==> src/rtl/mem_ctrl.sv <==
// mem_ctrl: arbitrates one byte-wide RAM port between instruction fetch
// (32-bit word reads) and the MEM stage (byte/half/word loads and stores).
// Each request is serialised into little-endian byte accesses; read bytes
// arrive one cycle after their address and are reassembled here.
//
// Optional feature (macro MEM_CTRL_IO_STALL_EN): stores into the IO region
// (addr[17:16] == IO_HI) hold off while io_buffer_full_i is high.
//
// Ports:
//   clk, rst          clock, synchronous active-high reset
//   rdy               global ready; low freezes the block (no RAM writes)
//   if_req_i/if_addr_i/if_abort_i   fetch request, word address, redirect
//   if_done_o/if_inst_o             fetch completion pulse, instruction
//   mem_req_i/mem_we_i/mem_size_i/mem_addr_i/mem_wdata_i   MEM request
//   mem_done_o/mem_rdata_o          MEM completion pulse, load data
//   ram_a_o/ram_dout_o/ram_wr_o/ram_din_i   byte RAM bus
//   io_buffer_full_i  IO output buffer full
//   busy_o            state is not IDLE
module mem_ctrl #(
    parameter int          ADDR_W = 32,
    parameter logic [1:0]  IO_HI  = 2'b11
) (
    input  logic              clk,
    input  logic              rst,
    input  logic              rdy,
    input  logic              if_req_i,
    input  logic [ADDR_W-1:0] if_addr_i,
    input  logic              if_abort_i,
    output logic              if_done_o,
    output logic [31:0]       if_inst_o,
    input  logic              mem_req_i,
    input  logic              mem_we_i,
    input  logic [1:0]        mem_size_i,
    input  logic [ADDR_W-1:0] mem_addr_i,
    input  logic [31:0]       mem_wdata_i,
    output logic              mem_done_o,
    output logic [31:0]       mem_rdata_o,
    output logic [ADDR_W-1:0] ram_a_o,
    output logic [7:0]        ram_dout_o,
    output logic              ram_wr_o,
    input  logic [7:0]        ram_din_i,
    input  logic              io_buffer_full_i,
    output logic              busy_o
);

    typedef enum logic [2:0] {IDLE, IF_RD, MEM_RD, MEM_WR, DONE} state_t;

    state_t            state, state_nxt;
    logic [2:0]        cnt, cnt_nxt;
    logic [2:0]        nbytes;
    logic [ADDR_W-1:0] addr_q;
    logic [31:0]       wdata_q;
    logic [31:0]       rbuf;
    logic [31:0]       if_inst_q, mem_rdata_q;

    logic              accept_if, accept_mem, cap, last;
    logic              io_region, io_stall;
    logic [1:0]        byte_idx;
    logic [31:0]       assembled;

    function automatic logic [2:0] size_to_n(input logic [1:0] sz);
        case (sz)
            2'b00:   return 3'd1;
            2'b01:   return 3'd2;
            default: return 3'd4;
        endcase
    endfunction

    function automatic logic [31:0] put_byte(input logic [31:0] word,
                                             input logic [1:0]  idx,
                                             input logic [7:0]  b);
        logic [31:0] r;
        r = word;
        r[8*idx +: 8] = b;
        return r;
    endfunction

    // Byte arriving now belongs to the address issued last cycle (cnt-1).
    assign last      = (cnt == nbytes);
    assign byte_idx  = cnt[1:0] - 2'd1;
    assign assembled = put_byte(rbuf, byte_idx, ram_din_i);
    assign io_region = (addr_q[17:16] == IO_HI);

`ifdef MEM_CTRL_IO_STALL_EN
    assign io_stall = io_region && io_buffer_full_i;
`else
    // Stall path disabled; inputs are referenced but masked off.
    assign io_stall = 1'b0 & io_region & io_buffer_full_i;
`endif

    always_ff @(posedge clk) begin
        if (rst) begin
            state <= IDLE;
            cnt   <= 3'd0;
        end else if (rdy) begin
            state <= state_nxt;
            cnt   <= cnt_nxt;
        end
    end

    always_comb begin
        state_nxt  = state;
        cnt_nxt    = cnt;
        ram_a_o    = '0;
        ram_dout_o = 8'h00;
        ram_wr_o   = 1'b0;
        if_done_o  = 1'b0;
        mem_done_o = 1'b0;
        accept_if  = 1'b0;
        accept_mem = 1'b0;
        cap        = 1'b0;
        case (state)
            IDLE: begin
                cnt_nxt = 3'd0;
                if (mem_req_i) begin
                    accept_mem = 1'b1;
                    state_nxt  = mem_we_i ? MEM_WR : MEM_RD;
                end else if (if_req_i && !if_abort_i) begin
                    accept_if = 1'b1;
                    state_nxt = IF_RD;
                end
            end
            IF_RD, MEM_RD: begin
                if (!last) begin
                    ram_a_o = addr_q + ADDR_W'(cnt);
                    cnt_nxt = cnt + 3'd1;
                    cap     = (cnt != 3'd0);
                end else begin
                    state_nxt = DONE;
                    if (state == MEM_RD)
                        mem_done_o = 1'b1;
                    else
                        if_done_o = !if_abort_i;
                end
                // A redirect kills the fetch in any cycle, including the last.
                if (state == IF_RD && if_abort_i)
                    state_nxt = DONE;
            end
            MEM_WR: begin
                if (!last) begin
                    ram_a_o    = addr_q + ADDR_W'(cnt);
                    ram_dout_o = wdata_q[8*cnt[1:0] +: 8];
                    if (!io_stall) begin
                        ram_wr_o = rdy;
                        cnt_nxt  = cnt + 3'd1;
                    end
                end else begin
                    mem_done_o = 1'b1;
                    state_nxt  = DONE;
                end
            end
            DONE: state_nxt = IDLE;
            default: state_nxt = IDLE;
        endcase
    end

    // Held result registers are outputs and therefore cleared on reset.
    always_ff @(posedge clk) begin
        if (rst) begin
            if_inst_q   <= 32'h0;
            mem_rdata_q <= 32'h0;
        end else if (rdy) begin
            if (if_done_o)
                if_inst_q <= assembled;
            if (mem_done_o && state == MEM_RD)
                mem_rdata_q <= assembled;
        end
    end

    // Request capture and byte assembly; rbuf starts at zero so narrow
    // loads come out zero-extended.
    always_ff @(posedge clk) begin
        if (rdy) begin
            if (accept_mem) begin
                addr_q  <= mem_addr_i;
                nbytes  <= size_to_n(mem_size_i);
                wdata_q <= mem_wdata_i;
                rbuf    <= 32'h0;
            end else if (accept_if) begin
                addr_q  <= if_addr_i;
                nbytes  <= 3'd4;
                rbuf    <= 32'h0;
            end else if (cap) begin
                rbuf    <= assembled;
            end
        end
    end

    assign if_inst_o   = if_done_o ? assembled : if_inst_q;
    assign mem_rdata_o = (mem_done_o && state == MEM_RD) ? assembled : mem_rdata_q;
    assign busy_o      = (state != IDLE);

endmodule
==> config.mk <==
export PLATFORM = sky130hd
export DESIGN_NAME = mem_ctrl
export DESIGN_NICKNAME = d
export VERILOG_FILES = /design/src/rtl/mem_ctrl.sv
export SDC_FILE = /design/constraint.sdc
export NUM_CORES = 1
export LEC_CHECK = 0
export ABC_AREA = 1
export CAP_MARGIN = 10
export CORE_ASPECT_RATIO = 0.9
export CORE_MARGIN = 5
export CORE_UTILIZATION = 35
export DETAILED_ROUTE_END_ITERATION = 8
export SYNTH_ARGS = -nofsm -noshare
export SYNTH_HDL_FRONTEND = slang
export SYNTH_SLANG_ARGS = --single-unit
==> constraint.sdc <==
create_clock -name clk -period 3.9 [get_ports clk]
set_input_delay 1.17 -clock clk [delete_from_list [all_inputs] [get_ports clk]]
set_output_delay 1.17 -clock clk [all_outputs]
set_load 0.05 [all_outputs]
======== Word-level counts from Yosys, hierarchy flattened ========
Cells that the tools add are included.
word-level totals
  register bits ........................... 169
  bits of input ports ..................... 114
  output and inout port bits .............. 108
  word-level logic and storage cells ...... 78
operators by class
  add/sub/neg operators ................... 4
  equal/unequal tests ..................... 7
  shifts and indexed selects .............. 3
  mux-type cells .......................... 37
  reduce and logical (&&, ||, !) cells .... 19
operators with widths
  kind                     count
  $mux 32                  7
  $neg 5->34               1
  $shift 8x34->32 const A  1
  $shiftx 8x34->32         1
  $add 32x3->32            1
  $bwmux 32                1
  $shiftx 32x6->8          1
  $mux 3                   7
  $mux 1                   16
  $mux 8                   2
  $pmux 3 s2               2
  $pmux 3 s3               1
  $reduce_bool 3->1        3
  $reduce_and 2->1         4
  $eq 3x2->1 const B       2
  $reduce_bool 2->1        2
  $reduce_or 2->1          2
  $add 3x1->3 const B      1
  $eq 3x1->1 const B       1
  $eq 3x3->1               1
  $logic_and 1x1->1        3
  $logic_not 3->1          1
  $ne 3x3->1 const B       1
  $reduce_and 3->1         1
  7 further kinds          7

======== Depth between registers and ports, before layout ========
  word-level depth ........................ 7
  gate-level depth with buffers ........... 14
  depth with buffers taken out ............ 12

======== Least setup slack after synthesis ========
OpenSTA, ideal clock, no wires.
  path type ............................... flip-flop to output port
  start ................................... register cnt[1]
  end ..................................... output ram_a_o[12]
  data arrival time ....................... 2.861 ns
  data required time ...................... 2.730 ns
  path slack .............................. -0.131 ns
  stages on the path, launching flop included .. 12
  path buffers ............................ 2
  cell sequence ........................... dfxtp_1 > buf_6 > inv_2 > clkbuf_1 > fa_1 > inv_1 > nand2_1 > nand2_1 > nand2_1 > nor2_1 > xnor2_1 > nor3_1
between the ends
  word-level cells in the longest chain between the ends .. 3
  elaborated cells on any way between the ends .. 4
  classes of those cells .................. add/sub: 1; eq/ne: 1; mux: 2
ends and longest elaborated chain
  item                                                RTL line      source
  start: declaration                                  49            logic [2:0] cnt, cnt_nxt;
  start signal: assignment                            97            cnt <= cnt_nxt;
  $add 32x3->32 / $eq 3x3->1 (equally long branches)  125, 141, 79
  $mux 32 *                                           124, 140
  $mux 32 *                                           n/a
  end: declaration                                    38            output logic [ADDR_W-1:0] ram_a_o,
Mark *: on every way between the ends. The rest lies on a longest branch, timed or not.

======== Worst setup path after layout ========
  start ................................... input ram_din_i[6]
  end ..................................... output mem_rdata_o[14]
between the ends
  word-level cells in the longest chain between the ends .. 3
ends and longest elaborated chain
  item                RTL line  source
  start: declaration  41        input logic [7:0] ram_din_i,
  $shiftx 8x34->32    74        r[8*idx +: 8] = b;
  $bwmux 32           74
  $mux 32             n/a
  end: declaration    37        output logic [31:0] mem_rdata_o,
Every way passes these cells.

==> impl_metrics.xml <==
<?xml version="1.0" encoding="UTF-8"?>
<metrics>
  <group name="run_status">
    <metric name="status" unit="">finished, final reports clean</metric>
  </group>
  <group name="floorplan">
    <metric name="core_area" unit="um2">26900</metric>
    <metric name="initial_core_utilization" unit="%">35.4</metric>
    <metric name="die_width" unit="um">184</metric>
    <metric name="rows" unit="">57</metric>
    <metric name="boundaryPins" unit="">222</metric>
    <metric name="die_height" unit="um">166</metric>
    <metric name="die_area" unit="um2">30600</metric>
  </group>
  <group name="synth">
    <metric name="synth.net_count" unit="">1510</metric>
    <metric name="yosysTopAreaCell" unit="">edfxtp_1</metric>
    <metric name="ys_ff_latch" unit="">169</metric>
    <metric name="synthCells" unit="">1386</metric>
    <metric name="netlist_top_cells_count" unit="">nand2_1 (500), nor2_1 (247), inv_1 (139)</metric>
    <metric name="async_flop_share" unit="%">0</metric>
    <metric name="netlist-cell-type-count" unit="">34</metric>
    <metric name="cell_area_after_technology_mapping" unit="um2">9520</metric>
    <metric name="share_of_the_yosys_chip_area_belonging_to_registers" unit="%">46.0</metric>
    <metric name="yosys.area.top_type_share" unit="%">31.2</metric>
    <metric name="yosysWarnings" unit="">0</metric>
    <metric name="yosysMostFrequentCell" unit="">nand2_1</metric>
    <metric name="synthTopCellsByArea" unit="">edfxtp_1 (31%), nand2_1 (20%), dfxtp_1 (15%), nor2_1 (9.7%), nand3_1 (6.3%)</metric>
    <metric name="per_instance_average_area_after_synthesis" unit="um2">6.87</metric>
    <metric name="synth_enable_flop_cells" unit="">99</metric>
    <metric name="synth_ff_type" unit="">edfxtp_1</metric>
  </group>
  <group name="min_path">
    <metric name="min_delay_worst_endpoint" unit="">state[2]$_SDFFE_PP0P_</metric>
    <metric name="min_delay_path_depth" unit="">2</metric>
    <metric name="hold_path.startpoint" unit="">state[2]$_SDFFE_PP0P_</metric>
    <metric name="hold_path_class" unit="">flip-flop to flip-flop</metric>
  </group>
  <group name="setup_path">
    <metric name="timing.reg2reg.worst_path_depth" unit="">6</metric>
    <metric name="crit_path_end_kind" unit="">output port</metric>
    <metric name="critPathKind" unit="">input pin to output port</metric>
    <metric name="path_max_fanout" unit="">3</metric>
    <metric name="worstSetupStartpointType" unit="">input pin</metric>
    <metric name="critical_path.reg2reg.endpoint" unit="">rbuf[9]$_SDFFCE_PN0P_</metric>
    <metric name="worst_r2r_startpoint" unit="">cnt[1]$_SDFFE_PP0P_</metric>
    <metric name="arrival" unit="ns">2.63</metric>
    <metric name="reg2reg_setup_slack" unit="ns">1.68</metric>
    <metric name="worstPathRequired" unit="ns">2.73</metric>
  </group>
  <group name="clock_network">
    <metric name="clock_path_buffers" unit="">2</metric>
    <metric name="cts-htree-levels" unit="">4</metric>
    <metric name="postCtsHoldBufs" unit="">0</metric>
    <metric name="cts_tree" unit="">done</metric>
    <metric name="cts_sinks" unit="">169</metric>
    <metric name="cts.reportedPaths.clkPinSlew" unit="ns">0.08</metric>
    <metric name="cts_inserted_buffers" unit="">17</metric>
    <metric name="clock_latency" unit="ns">0.44</metric>
    <metric name="clock-root-buffer" unit="">clkbuf_16</metric>
  </group>
  <group name="grt">
    <metric name="grt_util_all_layers" unit="%">19.1</metric>
    <metric name="wire_length_of_the_first_global_routing_pass" unit="um">47200</metric>
    <metric name="gr-total-overflow" unit="">0</metric>
    <metric name="grt_max_degree" unit="">91</metric>
    <metric name="vias_in_the_first_global_route" unit="">8835</metric>
    <metric name="number_of_antenna_violations_at_the_first_check_in_global_routing" unit="">0</metric>
  </group>
  <group name="timing">
    <metric name="timing.max_slew.rel_slack" unit="%">38.1</metric>
    <metric name="final.min_clock_period" unit="ns">3.80</metric>
    <metric name="setup_slack" unit="ns">0.101</metric>
    <metric name="worst_clock_skew" unit="ns">0.0140</metric>
    <metric name="setup_violations" unit="">0</metric>
    <metric name="setup-tns-final" unit="ns">0</metric>
    <metric name="final_count_of_pins_violating_max_slew" unit="">0</metric>
    <metric name="max_freq" unit="MHz">263</metric>
    <metric name="final_min_period_over_clock_period" unit="%">97.4</metric>
    <metric name="hold_viol_final" unit="">0</metric>
    <metric name="worst_pin_slew" unit="ns">0.928</metric>
    <metric name="rsz0062_at_grt" unit="">true</metric>
    <metric name="holdWs" unit="ns">0.511</metric>
  </group>
  <group name="placement">
    <metric name="detailedPlacementHpwl" unit="um">21700</metric>
    <metric name="pre_cts_ws" unit="ns">-0.0904</metric>
    <metric name="numPortBuffers" unit="">220</metric>
    <metric name="globalplace.congestion" unit="">0.906</metric>
    <metric name="place.detailed.instances" unit="">1945</metric>
  </group>
  <group name="pwr">
    <metric name="p_leak" unit="uW">0.00659</metric>
    <metric name="pwr_density_cell" unit="nW/um2">387</metric>
    <metric name="power" unit="uW">5320</metric>
    <metric name="p_seq_share" unit="%">39.7</metric>
    <metric name="netSwitchingFraction" unit="%">32.4</metric>
    <metric name="cell_internal_pwr" unit="uW">3600</metric>
    <metric name="comb_power_share" unit="%">26.8</metric>
    <metric name="clock_power_share" unit="%">33.5</metric>
    <metric name="net-switching-power" unit="uW">1730</metric>
    <metric name="ir_drop" unit="V">0.000302</metric>
  </group>
  <group name="route">
    <metric name="num_vias" unit="">9312</metric>
    <metric name="ant_nets" unit="">0</metric>
    <metric name="drtPass1Iterations" unit="">5</metric>
    <metric name="drt-initial-drc-count" unit="">625</metric>
    <metric name="route.detailed.wl_per_inst" unit="um">15.0</metric>
    <metric name="routed_wl" unit="um">29600</metric>
    <metric name="drc" unit="">0</metric>
    <metric name="vias_per_cell" unit="">4.71</metric>
  </group>
  <group name="finish">
    <metric name="sequential_area" unit="um2">4380</metric>
    <metric name="fill_cells" unit="">2591</metric>
    <metric name="post_route_cells_drive_above_1_share" unit="%">13.8</metric>
    <metric name="area.growth.synth_to_final" unit="%">44.7</metric>
    <metric name="final-instance-count-excl-fill" unit="">1978</metric>
    <metric name="final_net_count" unit="">1735</metric>
    <metric name="diodes" unit="">0</metric>
    <metric name="multi_input_combinational_cell_area" unit="um2">4390</metric>
  </group>
  <group name="flow_run">
    <metric name="cap_violations" unit="">0</metric>
  </group>
</metrics>
## state kept, by name, summed over array words and instances (netlist names)
name	flops
state	3
wdata_q	32
nbytes	3
cnt	3
rbuf	32
addr_q	32
if_inst_q	32
mem_rdata_q	32
## stage by stage
step | utilization [%] | instance area [um2]
after CTS | 50.9 | 13700
after global placement | 48.6 | 13100
after detailed placement | 48.6 | 13100
after global routing | 51.2 | 13800
final | 51.2 | 13800
after floorplan | - | 9520
## layout by cell type, fill, tap and decap left out, types with 17 or more instances in the layout
cell type | netlist | final
nand2_1 | 500 | 499
o21ai_0 | 45 | 39
dfxtp_1 | 70 | 69
clkdlybuf4s50_1 | 0 | 111
nand3_1 | 119 | 118
buf_4 | 2 | 62
clkbuf_16 | 0 | 17
inv_1 | 139 | 139
nor2_1 | 247 | 243
edfxtp_1 | 99 | 99
buf_12 | 0 | 90
a21oi_1 | 36 | 33
## logic make-up (layout without fill, tap and decap cells)
kind of cell | Yosys count | in the layout | share of synthesized area (%)
adders and majority gates | 10 | 10 | 1.39
and+or+nand+nor | 900 | 900 | 38.1
DFF | 169 | 169 | 46.0
xor gates and xnor gates | 5 | 5 | 0.460
AOI/OAI and AO/OA | 96 | 96 | 5.22
buffers and inverters | 206 | 444 | 8.84
## how the worst max path moves through the flow
stage | end | slack, ns | start
after floorplan | rbuf[0]$_SDFFCE_PN0P_ | 0.05 | rdy
after global placement | mem_rdata_o[3] | -0.12 | ram_din_i[3]
after detailed placement | mem_rdata_o[0] | -0.09 | ram_din_i[0]
after CTS | mem_rdata_o[3] | -0.03 | cnt[0]$_SDFFE_PP0P_
after global routing | ram_a_o[2] | -0.02 | cnt[0]$_SDFFE_PP0P_
final | mem_rdata_o[14] | 0.10 | ram_din_i[6]
## area by class of cell
cell class | instances | area share, %
inverter | 148 | 4.11
sequential | 169 | 31.8
clock inverter | 15 | 1.34
multi-input combinational | 1011 | 31.9
timing repair buffer | 264 | 24.6
clock buffer | 17 | 3.09
tap | 354 | 3.22
## critical path, cell delays in order
cell	delay [ns]
clkdlybuf4s50_1	0.58
nand2_1	0.07
o21ai_0	0.28
buf_4	0.17
nand2_1	0.07
nand2_1	0.14
buf_12	0.15
## what timing repair did
| item | 4_1_cts | 5_1_grt |
|---|---|---|
| endpoints found under the setup margin | 20 | 62 |
| pin swaps | 0 | 2 |
| gates resized for setup | 7 | 23 |
| setup buffers | 0 | 1 |
## metal layers
metal	GRT usage, %	wire length, um	vias up
met5	0	0	-
met4	3.92	319	0
met3	4.21	1650	24
met2	31.5	13900	218
met1	26.0	13800	4269
li1	-	-	4801
## power groups by stage
stage | Combinational (uW) | Clock, uW | Sequential (uW)
after floorplan | 784 | 0 | 2140
after global placement | 1400 | 0 | 2150
after detailed placement | 1420 | 0 | 2150
after CTS | 1430 | 1830 | 2110
after global routing | 1550 | 1900 | 2130
final | 1430 | 1780 | 2110
Power figures use the tool's default switching activity.
